===== config.mk =====
export PLATFORM = sky130hd
export DESIGN_NAME = keypad_scanner
export DESIGN_NICKNAME = d
export VERILOG_FILES = /design/src/rtl/keypad_scanner.sv
export SDC_FILE = /design/constraint.sdc
export NUM_CORES = 1
export LEC_CHECK = 0
export CAP_MARGIN = 20
export CORE_MARGIN = 1.5
export CORE_UTILIZATION = 45
export DETAILED_ROUTE_END_ITERATION = 16
export GPL_ROUTABILITY_DRIVEN = 0
export PLACE_DENSITY = 0.7
export SYNTH_ARGS = -nofsm -noshare
export SYNTH_HDL_FRONTEND = slang
export SYNTH_SLANG_ARGS = --single-unit

===== constraint.sdc =====
create_clock -name clk -period 7.9 [get_ports clk]
set_clock_uncertainty 0.1 [all_clocks]
set_input_delay 1.58 -clock clk [delete_from_list [all_inputs] [get_ports clk]]
set_output_delay 1.58 -clock clk [all_outputs]
set_load 0.005 [all_outputs]

===== src/rtl/keypad_scanner.sv =====
// keypad_scanner: row-scanning 3x4 keypad controller with whole-frame debounce and a valid/ready key output.
// Defining KEYPAD_REPEAT_EN adds auto-repeat of a reported key that stays held.
module keypad_scanner #(
    parameter int SCAN_DIV      = 4,
    parameter int DEBOUNCE      = 3,
    parameter int REPEAT_FRAMES = 8
) (
    input  logic       clk,
    input  logic       reset,
    input  logic [2:0] col,
    output logic [3:0] row,
    output logic       key_valid,
    input  logic       key_ready,
    output logic [3:0] key_code,
    output logic       busy
);
    typedef enum logic [1:0] {IDLE, DEB, REPORT, RELEASE} state_t;
    localparam logic [7:0] DIV_LAST = 8'(SCAN_DIV - 1);
    localparam logic [7:0] DEB_N    = 8'(DEBOUNCE);

    if (SCAN_DIV < 2 || DEBOUNCE < 1 || REPEAT_FRAMES < 1) begin : g_bad_param
        $error("keypad_scanner: illegal parameter values");
    end

    state_t      state_q, state_d;
    logic [7:0]  div_q, div_d, cnt_q, cnt_d;
    logic [1:0]  ridx_q, ridx_d;
    logic [11:0] smp_q, smp_d;
    logic        fend_q, fend_d, valid_q, valid_d;
    logic [3:0]  cand_q, cand_d, code_q, code_d;
    logic [3:0]  nbits, fcode;
    logic        last, none, single;
`ifdef KEYPAD_REPEAT_EN
    localparam logic [7:0] REP_N = 8'(REPEAT_FRAMES);
    logic [7:0] rcnt_q, rcnt_d;
`endif

    // smp_q holds one frame of column samples: [11:9]=row d {a,b,c} ... [2:0]=row g
    always_comb begin
        last   = div_q == DIV_LAST;
        div_d  = last ? 8'd0 : div_q + 8'd1;
        ridx_d = last ? ridx_q + 2'd1 : ridx_q;
        fend_d = last && ridx_q == 2'd3;
        smp_d  = smp_q;
        for (int r = 0; r < 4; r++)
            if (last && ridx_q == 2'(r)) smp_d[3*(3-r) +: 3] = col;
    end

    always_comb begin
        nbits = '0;
        fcode = '0;
        for (int r = 0; r < 4; r++)
            for (int c = 0; c < 3; c++)
                if (smp_q[3*(3-r) + 2 - c]) begin
                    nbits = nbits + 4'd1;
                    fcode = 4'(r == 3 ? 0 : 3*r + c + 1);
                end
        none   = nbits == 4'd0;
        single = nbits == 4'd1 && !smp_q[2] && !smp_q[0];
    end

    always_comb begin
        state_d = state_q;
        cnt_d   = cnt_q;
        cand_d  = cand_q;
        code_d  = code_q;
        valid_d = valid_q;
`ifdef KEYPAD_REPEAT_EN
        rcnt_d  = rcnt_q;
`endif
        case (state_q)
            IDLE: if (fend_q && single) begin
                cand_d = fcode;
                if (DEB_N == 8'd1) begin
                    state_d = REPORT;
                    valid_d = 1'b1;
                    code_d  = fcode;
                    cnt_d   = 8'd0;
                end else begin
                    state_d = DEB;
                    cnt_d   = 8'd1;
                end
            end
            DEB: if (fend_q) begin
                if (single && fcode == cand_q) begin
                    cnt_d = cnt_q + 8'd1;
                    if (cnt_d == DEB_N) begin
                        state_d = REPORT;
                        valid_d = 1'b1;
                        code_d  = cand_q;
                        cnt_d   = 8'd0;
                    end
                end else begin
                    state_d = IDLE;
                    cnt_d   = 8'd0;
                end
            end
            REPORT: if (valid_q && key_ready) begin
                state_d = RELEASE;
                valid_d = 1'b0;
                cnt_d   = 8'd0;
`ifdef KEYPAD_REPEAT_EN
                rcnt_d  = 8'd0;
`endif
            end
            RELEASE: if (fend_q) begin
                cnt_d = none ? cnt_q + 8'd1 : 8'd0;
                if (cnt_d == DEB_N) begin
                    state_d = IDLE;
                    cnt_d   = 8'd0;
                end
`ifdef KEYPAD_REPEAT_EN
                rcnt_d = (single && fcode == code_q) ? rcnt_q + 8'd1 : 8'd0;
                if (rcnt_d == REP_N) begin
                    state_d = REPORT;
                    valid_d = 1'b1;
                    rcnt_d  = 8'd0;
                    cnt_d   = 8'd0;
                end
`endif
            end
        endcase
    end

    always_ff @(posedge clk or negedge reset) begin
        if (!reset) begin
            state_q <= IDLE;
            div_q   <= '0;
            ridx_q  <= '0;
            smp_q   <= '0;
            fend_q  <= 1'b0;
            cnt_q   <= '0;
            cand_q  <= '0;
            code_q  <= '0;
            valid_q <= 1'b0;
`ifdef KEYPAD_REPEAT_EN
            rcnt_q  <= '0;
`endif
        end else begin
            state_q <= state_d;
            div_q   <= div_d;
            ridx_q  <= ridx_d;
            smp_q   <= smp_d;
            fend_q  <= fend_d;
            cnt_q   <= cnt_d;
            cand_q  <= cand_d;
            code_q  <= code_d;
            valid_q <= valid_d;
`ifdef KEYPAD_REPEAT_EN
            rcnt_q  <= rcnt_d;
`endif
        end
    end

    assign row       = 4'b1000 >> ridx_q;
    assign key_valid = valid_q;
    assign key_code  = code_q;
    assign busy      = state_q != IDLE;
endmodule

Word level (Yosys, flattened, before mapping)
Cells that the tools add are included.
- register bits: 42
- input port bits: 6
- $add $sub $neg: 14
- equal/unequal tests: 19
- shift operators: 1
- muxes and demuxes: 46
- reductions and logical operators: 21
- operator list (kind ; number):
    4-bit 2-to-1 mux ; 22
    8-bit 2-to-1 mux ; 9
    4-bit by 1-bit adder with 4-bit output (second input constant) ; 11
    8-bit one-hot mux with 4 select lines ; 1
    8-bit by 2-bit == test with 1-bit output (second input constant) ; 3
    8-bit by 1-bit adder with 8-bit output (second input constant) ; 2
    2-bit 2-to-1 mux ; 7
    2-bit != test (second input constant) ; 7
    1-bit logical AND ; 9
    2-bit == test (second input constant) ; 4
    2-bit one-hot mux with 4 select lines ; 1
    4-bit AND reduction ; 2
    6-bit AND reduction ; 1
    1-bit 2-to-1 mux ; 5
    5-bit AND reduction ; 1
    2-bit by 1-bit == test with 1-bit output (second input constant) ; 2
    4-bit by 1-bit == test with 1-bit output (second input constant) ; 1
    4-bit == test ; 1
    2-bit zero test ; 2
    4-bit zero test ; 1
    2-bit nonzero test ; 2
    4-bit by 2-bit >> shifter with 4-bit output (first input constant) ; 1
    3-bit != test (second input constant) ; 1
    2-bit by 1-bit adder with 2-bit output (second input constant) ; 1
    3 further kinds ; 4

Logic depth before layout (Yosys ltp)
Gate-level depths: netlist (run 1).
- depth after elaboration: 30
- mapped depth: 35
- depth with buffers taken out: 35

Least setup slack after synthesis (run 1)
Ideal clock, no wire load.
- path kind: register to register
- start point: register smp_q[10]
- end point: register cnt_q[4]
- setup time: 0.065 ns
- data arrival time: 6.699 ns
- data required time: 7.735 ns
- slack: 1.036 ns
- stages on the path, launching flop included: 35
- clock period less this slack: 6.864 ns
- cells stage by stage: dfrtp_1 -> inv_1 -> ha_1 -> xor2_1 -> ha_1 -> nand2_1 -> o31ai_1 -> ha_1 -> mux2_2 -> ha_1 -> nand2_1 -> or3b_2 -> ha_1 -> inv_1 -> a21oi_1 -> ha_1 -> nand2_1 -> nand2_1 -> ha_1 -> mux2_2 -> ha_1 -> o22ai_1 -> a31o_2 -> inv_1 -> ha_1 -> nor2_1 -> a21oi_1 -> ha_1 -> nand3b_1 -> o311ai_0 -> o21ai_1 -> nor4b_1 -> a21oi_2 -> nor3_1 -> a211o_1
- cells in the longest elaborated chain, start to end: 28
- RTL lines (element ; RTL line ; text):
    start, declared ; 28 ; logic [11:0] smp_q, smp_d;
    start signal, assigned ; 143 ; smp_q <= smp_d;
    parallel branches: the longest is 28 deep, another holds 4-bit by 1-bit adder with 4-bit output ; -- ;
    end signal, assigned ; 145 ; cnt_q <= cnt_d;
    end, declared ; 26 ; logic [7:0] div_q, div_d, cnt_q, cnt_d;
Parallel ways; which one is timed is not known. The select of a mux whose other input is x is not followed.
A chain may end at the register's enable or synchronous reset.

Final worst setup path (run 1)
- start point: register smp_q[10]
- end point: register cnt_q[6]
Same word-level chain as after synthesis.

==> results of run 1 <==
sequential cells by signal, summed over array words and instances, names as in the netlist, named ones only:
| name | count |
|---|---|
| smp_q | 12 |
| ridx_q | 2 |
| state_q | 1 |
| key_valid | 1 |
| cand_q | 4 |
| key_code | 4 |
| cnt_q | 8 |
| div_q | 8 |
| fend_q | 1 |
per-stage QoR:
step | cell area, um^2 | setup WS, ps | std cells | power (mW) | utilization [%]
3_5_place_dp | 3280 | 367 | 413 | 0.577 | 48.8
5_1_grt | 3430 | -14.4 | 425 | 0.819 | 51.1
6_report | 3430 | 462 | 425 | 0.764 | 51.1
2_1_floorplan | 3090 | 1040 | 331 | 0.512 | -
3_3_place_gp | 3280 | 620 | 413 | 0.564 | 48.8
4_1_cts | 3390 | 308 | 421 | 0.756 | 50.5
cell usage after synthesis (4+ instances only):
cell type  count
o31ai_1        5
nor2_1        24
inv_1         17
nor4_1         5
a21oi_1        9
and3_1         6
clkbuf_1       9
nor3_1         4
dfrtp_1       42
or2_2          4
mux2_4         4
ha_1          19
nand3_1       13
nand2_1       44
mux2_2        15
nand4_1        4
xor2_1        12
o21ai_0       13
xnor2_1       17
how the worst max path moves through the flow:
stage          startpoint  cells after the start  endpoint
4_1_cts         smp_q[10]                     34  cnt_q[6]
3_5_place_dp    smp_q[10]                     34  cnt_q[6]
2_1_floorplan   smp_q[10]                     34  cnt_q[4]
6_report        smp_q[10]                     35  cnt_q[6]
3_3_place_gp    smp_q[10]                     34  cnt_q[4]
5_1_grt         smp_q[10]                     35  cnt_q[6]
final cells by class:
cell class              count  area share [%]
clock buffers               5            2.01
clock inverters             3            1.28
repair buffers             19            5.10
flip-flops and latches     42            30.6
multi-input cells         259            56.2
well taps                  80            2.92
inverters                  17            1.86
timing repair:
action	in CTS	in global routing
setup buffers	0	4
gates resized for setup	0	2
endpoints found under the setup margin	0	7
power groups by stage:
stage	combinational, mW	clock (mW)	sequential [mW]
5_1_grt	0.387	0.189	0.244
2_1_floorplan	0.278	0	0.234
3_5_place_dp	0.332	0	0.245
4_1_cts	0.336	0.179	0.241
3_3_place_gp	0.319	0	0.245
6_report	0.348	0.175	0.241
metal layers:
layer | track usage (%) | vias up | routed length (um)
met5 | 0 | - | 0
met4 | 4.69 | 0 | 99
met3 | 2.98 | 12 | 171
met2 | 28.6 | 39 | 2860
met1 | 23.9 | 1164 | 2870
li1 | - | 1202 | -
cells by family after synthesis:
group | synth area share (%)
simple gates | 19.9
compound gates | 13.4
flops | 34.0
xor+xnor | 13.1
buf+inv | 3.77
mux | 8.11
fa+ha+maj | 7.70
worst max-delay path: cells and delay by family, from the launching register on:
kind / cells / cell delay, ps
buffers and inverters: 4 / 360
AOI/OAI and AO/OA: 9 / 1160
DFF: 1 / 380
adders and majority gates: 10 / 3020
xor gates and xnor gates: 1 / 200
muxes: 2 / 550
and+or+nand+nor: 9 / 1610
layout by cell type, fill, tap and decap left out, types with 12 or more instances in the layout:
cell type        count
nand2_1             44
nand3_1             13
clkdlybuf4s50_1     14
dfrtp_1             42
mux2_2              15
xor2_1              12
o21ai_0             13
nor2_1              24
ha_1                19
inv_1               17
xnor2_1             17
==> impl_metrics.csv, run 1 <==
group,metric,value,unit
status,status,"complete, no violations",
synthesis,syn_area,3090,um^2
cts,cts_tree,"built",
min_path,min_from,"div_q[0]",
synthesis,synth_nets,356,
cts,cts-buffers-inserted,5,
synthesis,synth_seq_cells,42,
sta,setup_tns,0,ps
route,drtPass1Iterations,4,
floorplan,dieArea,7370,um^2
sta,worst_slew_pin_slew,944,ps
critical_path,r2r_setup_slack,460,ps
sta,max_freq,134,MHz
min_path,hold_end,"div_q[0]",
sta,whs,376,ps
critical_path,path_class,"flip-flop to flip-flop",
critical_path,worstPathMaxFanout,7,
critical_path,timing.rr.start,"smp_q[10]",
sta,drv_slew,0,
synthesis,yosys_most_used_dff,"dfrtp_1",
finish,ff_latch_area,1050,um^2
critical_path,reg2reg_depth,35,
route,post_drt_wl_per_cell,14.1,um
synthesis,ys_warn_count,0,
floorplan,die_height,85.8,um
synthesis,synth_edf_count,0,
global_route,grt_pass1_vias,2290,
cts,cts-htree-levels,2,
critical_path,arrival,7580,ps
sta,setup_viol,0,
sta,max_slew_margin,37.1,%
critical_path,critPathLaunchType,"flip-flop",
synthesis,avgSynthCellArea,9.33,um^2
critical_path,r2r_end,"cnt_q[6]",
finish,nFillCells,617,
sta,post-route-period-util,94.2,%
route,ant_nets,0,
min_path,whs_path_depth,1,
cts,hold_buffers,0,
global_route,grt_max_degree,43,
sta,fin_crit,7440,ps
pwr,ir_worst_vdd,0.0881,mV
pwr,p_per_area,223,nW/um^2
synthesis,yosysUniqueCellTypes,60,
global_route,antenna_found_initial,0,
global_route,grt_first_pass_wirelength,10500,um
pwr,internal_power,0.471,mW
finish,multi_input_area,1930,um^2
global_route,grt.overflow.total,0,
floorplan,fp.coreArea,6720,um^2
critical_path,crit_required,8040,ps
synthesis,ys_seq_area_share,34.0,%
floorplan,start_util,45.9,%
finish,nets,369,
route,drt_wl_total,6000,um
cts,clockBufferDepth,2,
synthesis,yosysTopAreaCellShare,34.0,%
placed_design,io_buffers,15,
flow_run,maxCapViolations,0,
synthesis,netlist_instances,331,
synthesis,async_flop_share,100,%
finish,drive_gt1_share,14.5,%
pwr,pwr-share-clk,22.9,%
cts,insertion_delay,300,ps
critical_path,slowest_delay,490,ps
route,initialDrtViolationCount,144,
pwr,pwr-share-comb,45.5,%
pwr,power_switching_share,38.3,%
pwr,p_sw,0.293,mW
route,vias,2417,
cts,cts.sinks,42,
global_route,track_usage,17.4,%
pwr,p_seq_share,31.5,%
cts,cts-root-buf,"clkbuf_8",
placed_design,hpwl,4430,um
finish,area_growth,11.2,%
critical_path,cp_slowest_cell,"or3b_2",
route,viasPerCell,5.69,
critical_path,end_kind,"flip-flop",
pwr,p_leak,1.52,nW
finish,antenna_cells,0,
critical_path,cpMostUsedCell,"ha_1",
floorplan,io_pins,16,
cts,path_clk_slew,90,ps
synthesis,synth_area_leaders,"dfrtp_1 34%, ha_1 7.7%, mux2_2 5.5%, nand2_1 5.4%, xnor2_1 4.8%",
min_path,min-delay-path-class,"flip-flop to flip-flop",
synthesis,synth_top_cell_by_area,"dfrtp_1",
route,drc,0,
floorplan,row_count,30,
sta,final-hold-violation-count,0,
floorplan,fp.dieW,85.8,um
(Power assumes the default switching activity.)
==> run 2, diff against run 1 <==
ABC_CLOCK_PERIOD_IN_PS = 7900   (was not set)
MAX_ROUTING_LAYER = met4   (was not set)
PLACE_DENSITY = 0.71   (was 0.7)
==> run 2 against run 1 <==
  * The flow now finishes with violations (DRC)
  * Combinational power is 4% lower
  * Via count is 0.54% lower
  * Largest power group unchanged
  * Critical path type unchanged
  * Maximum frequency is 0.68% higher
  * Cell count is 0.94% lower
==> impl_metrics.csv, run 2 (same netlist as run 1, synthesis figures left out) <==
group,metric,value,unit
sta,drv_slew,0,
sta,setup_tns,0,ps
finish,area_growth,10.2,%
floorplan,fp.dieW,85.8,um
finish,largest_register,"smp_q",
cts,cts_tree,"built",
route,initialDrtViolationCount,113,
finish,mostFrequentLayoutCells,"44 x nand2_1, 42 x dfrtp_1, 24 x nor2_1",
sta,setup_viol,0,
pwr,ir_worst_vdd,0.119,mV
floorplan,start_util,45.9,%
critical_path,worstPathMaxFanout,7,
cts,hold_buffers,0,
status,status,"finished with violations",
placed_design,dpl.cell_count,413,
critical_path,slowest_delay,480,ps
cts,cts.sinks,42,
floorplan,die_height,85.8,um
route,ant_nets,0,
critical_path,path_class,"flip-flop to flip-flop",
cts,cts-root-buf,"clkbuf_8",
min_path,min-delay-path-class,"flip-flop to flip-flop",
critical_path,cpMostUsedCell,"ha_1",
pwr,p_leak,1.50,nW
sta,max_freq,135,MHz
route,viasPerCell,5.71,
sta,final-hold-violation-count,0,
finish,reg.largest.list,"smp_q x12, cnt_q x8, div_q x8",
finish,largest_register_ffs,12,
placed_design,hpwl,4310,um
critical_path,arrival,7470,ps
flow_run,maxCapViolations,0,
placed_design,io_buffers,15,
cts,path_clk_slew,80,ps
floorplan,fp.coreArea,6720,um^2
global_route,grt_pass1_vias,2222,
finish,mostFrequentLayoutCell,"nand2_1",
status,violations,"DRC",
route,drt_wl_total,5680,um
global_route,grt_max_degree,43,
sta,worst_slew_pin_slew,922,ps
pwr,p_per_area,219,nW/um^2
global_route,antenna_found_initial,0,
floorplan,dieArea,7370,um^2
sta,post-route-period-util,93.5,%
sta,fin_crit,7390,ps
route,vias,2404,
global_route,grt.overflow.total,0,
cts,insertion_delay,290,ps
finish,nets,365,
route,post_drt_wl_per_cell,13.5,um
cts,clockBufferDepth,2,
finish,drive_gt1_share,13.5,%
finish,nFillCells,628,
global_route,grt_first_pass_wirelength,9780,um
critical_path,cp_slowest_cell,"or3b_2",
critical_path,critPathLaunchType,"flip-flop",
route,drc,1,
critical_path,crit_required,7980,ps
finish,fin_cells,421,
finish,antenna_cells,0,
sta,rsz0062_at_grt,"false",
cts,cts-buffers-inserted,5,
critical_path,end_kind,"flip-flop",
sta,whs,387,ps
min_path,min_from,"div_q[7]",
critical_path,startpoint,"smp_q[10]",
floorplan,io_pins,16,
sta,max_slew_margin,38.5,%
route,drtPass1Iterations,11,
critical_path,timing.rr.start,"smp_q[10]",
global_route,track_usage,16.6,%
floorplan,row_count,30,
cts,cts-htree-levels,2,
==> run 2: cell count changes in the layout (fill, tap and decap cells not counted) <==
cell / before / now
buf_4: 4 / 0
==> run 2: timing repair <==
| item | in CTS | in global routing |
|---|---|---|
| resized for setup | 0 | 2 |
| setup endpoints to repair | 0 | 3 |
| setup buffers | 0 | 0 |
| endpoints found under the hold margin | 0 | 0 |
==> run 2: through the flow <==
| stage | total power [mW] | instance area (um^2) | worst slack (ps) | utilization [%] |
|---|---|---|---|---|
| 5_1_grt | 0.801 | 3400 | 97.2 | 50.6 |
| 3_3_place_gp | 0.563 | 3280 | 645 | 48.8 |
| 3_5_place_dp | 0.570 | 3280 | 442 | 48.8 |
| 6_report | 0.746 | 3400 | 512 | 50.6 |
| 4_1_cts | 0.745 | 3390 | 373 | 50.5 |
| 2_1_floorplan | 0.512 | 3090 | 1040 | - |
==> run 2: path summary, 6_finish.rpt <==
path,endpoint,slack (ps),depth (start not counted)
setup / recovery,cnt_q[7],510,34
hold / removal,div_q[7],390,1
setup reg to reg,cnt_q[7],510,34
hold reg to reg,div_q[7],390,1
max in group asynchronous,smp_q[4],5810,1
min in group asynchronous,smp_q[2],1320,1
==> run 2: critical path: cells and delay by family (launching register included) <==
kind	cells	cell delay [ps]
fa+ha+maj	10	3040
xor+xnor	1	200
simple gates	9	1250
mux	2	560
buf+inv	3	220
compound gates	9	1550
flops	1	390
==> run 2: area by class of cell <==
cell class	count	area, um^2	area share (%)
Sequential cell	42	1050	30.9
Clock inverter	3	43.8	1.29
Timing Repair Buffer	15	145	4.27
Tap cell	80	100	2.94
Clock buffer	5	68.8	2.02
Multi-Input combinational cell	259	1930	56.7
Inverter	17	63.8	1.88
==> run 2: power by group <==
group,internal (mW),total (mW),switching [mW]
sequential,0.223,0.241,0.0182
combinational,0.147,0.334,0.187
clock,0.0947,0.170,0.0757
==> run 2: metal layers <==
| layer | wire (um) | share of wire, % | up-vias | GRT usage (%) |
|---|---|---|---|---|
| met5 | 0 | 0 | - | - |
| met2 | 2720 | 48 | 47 | 27.3 |
| met4 | 43 | 0.76 | 0 | 3.37 |
| met3 | 234 | 4.1 | 8 | 2.89 |
| li1 | - | - | 1192 | - |
| met1 | 2680 | 47 | 1157 | 21.8 |
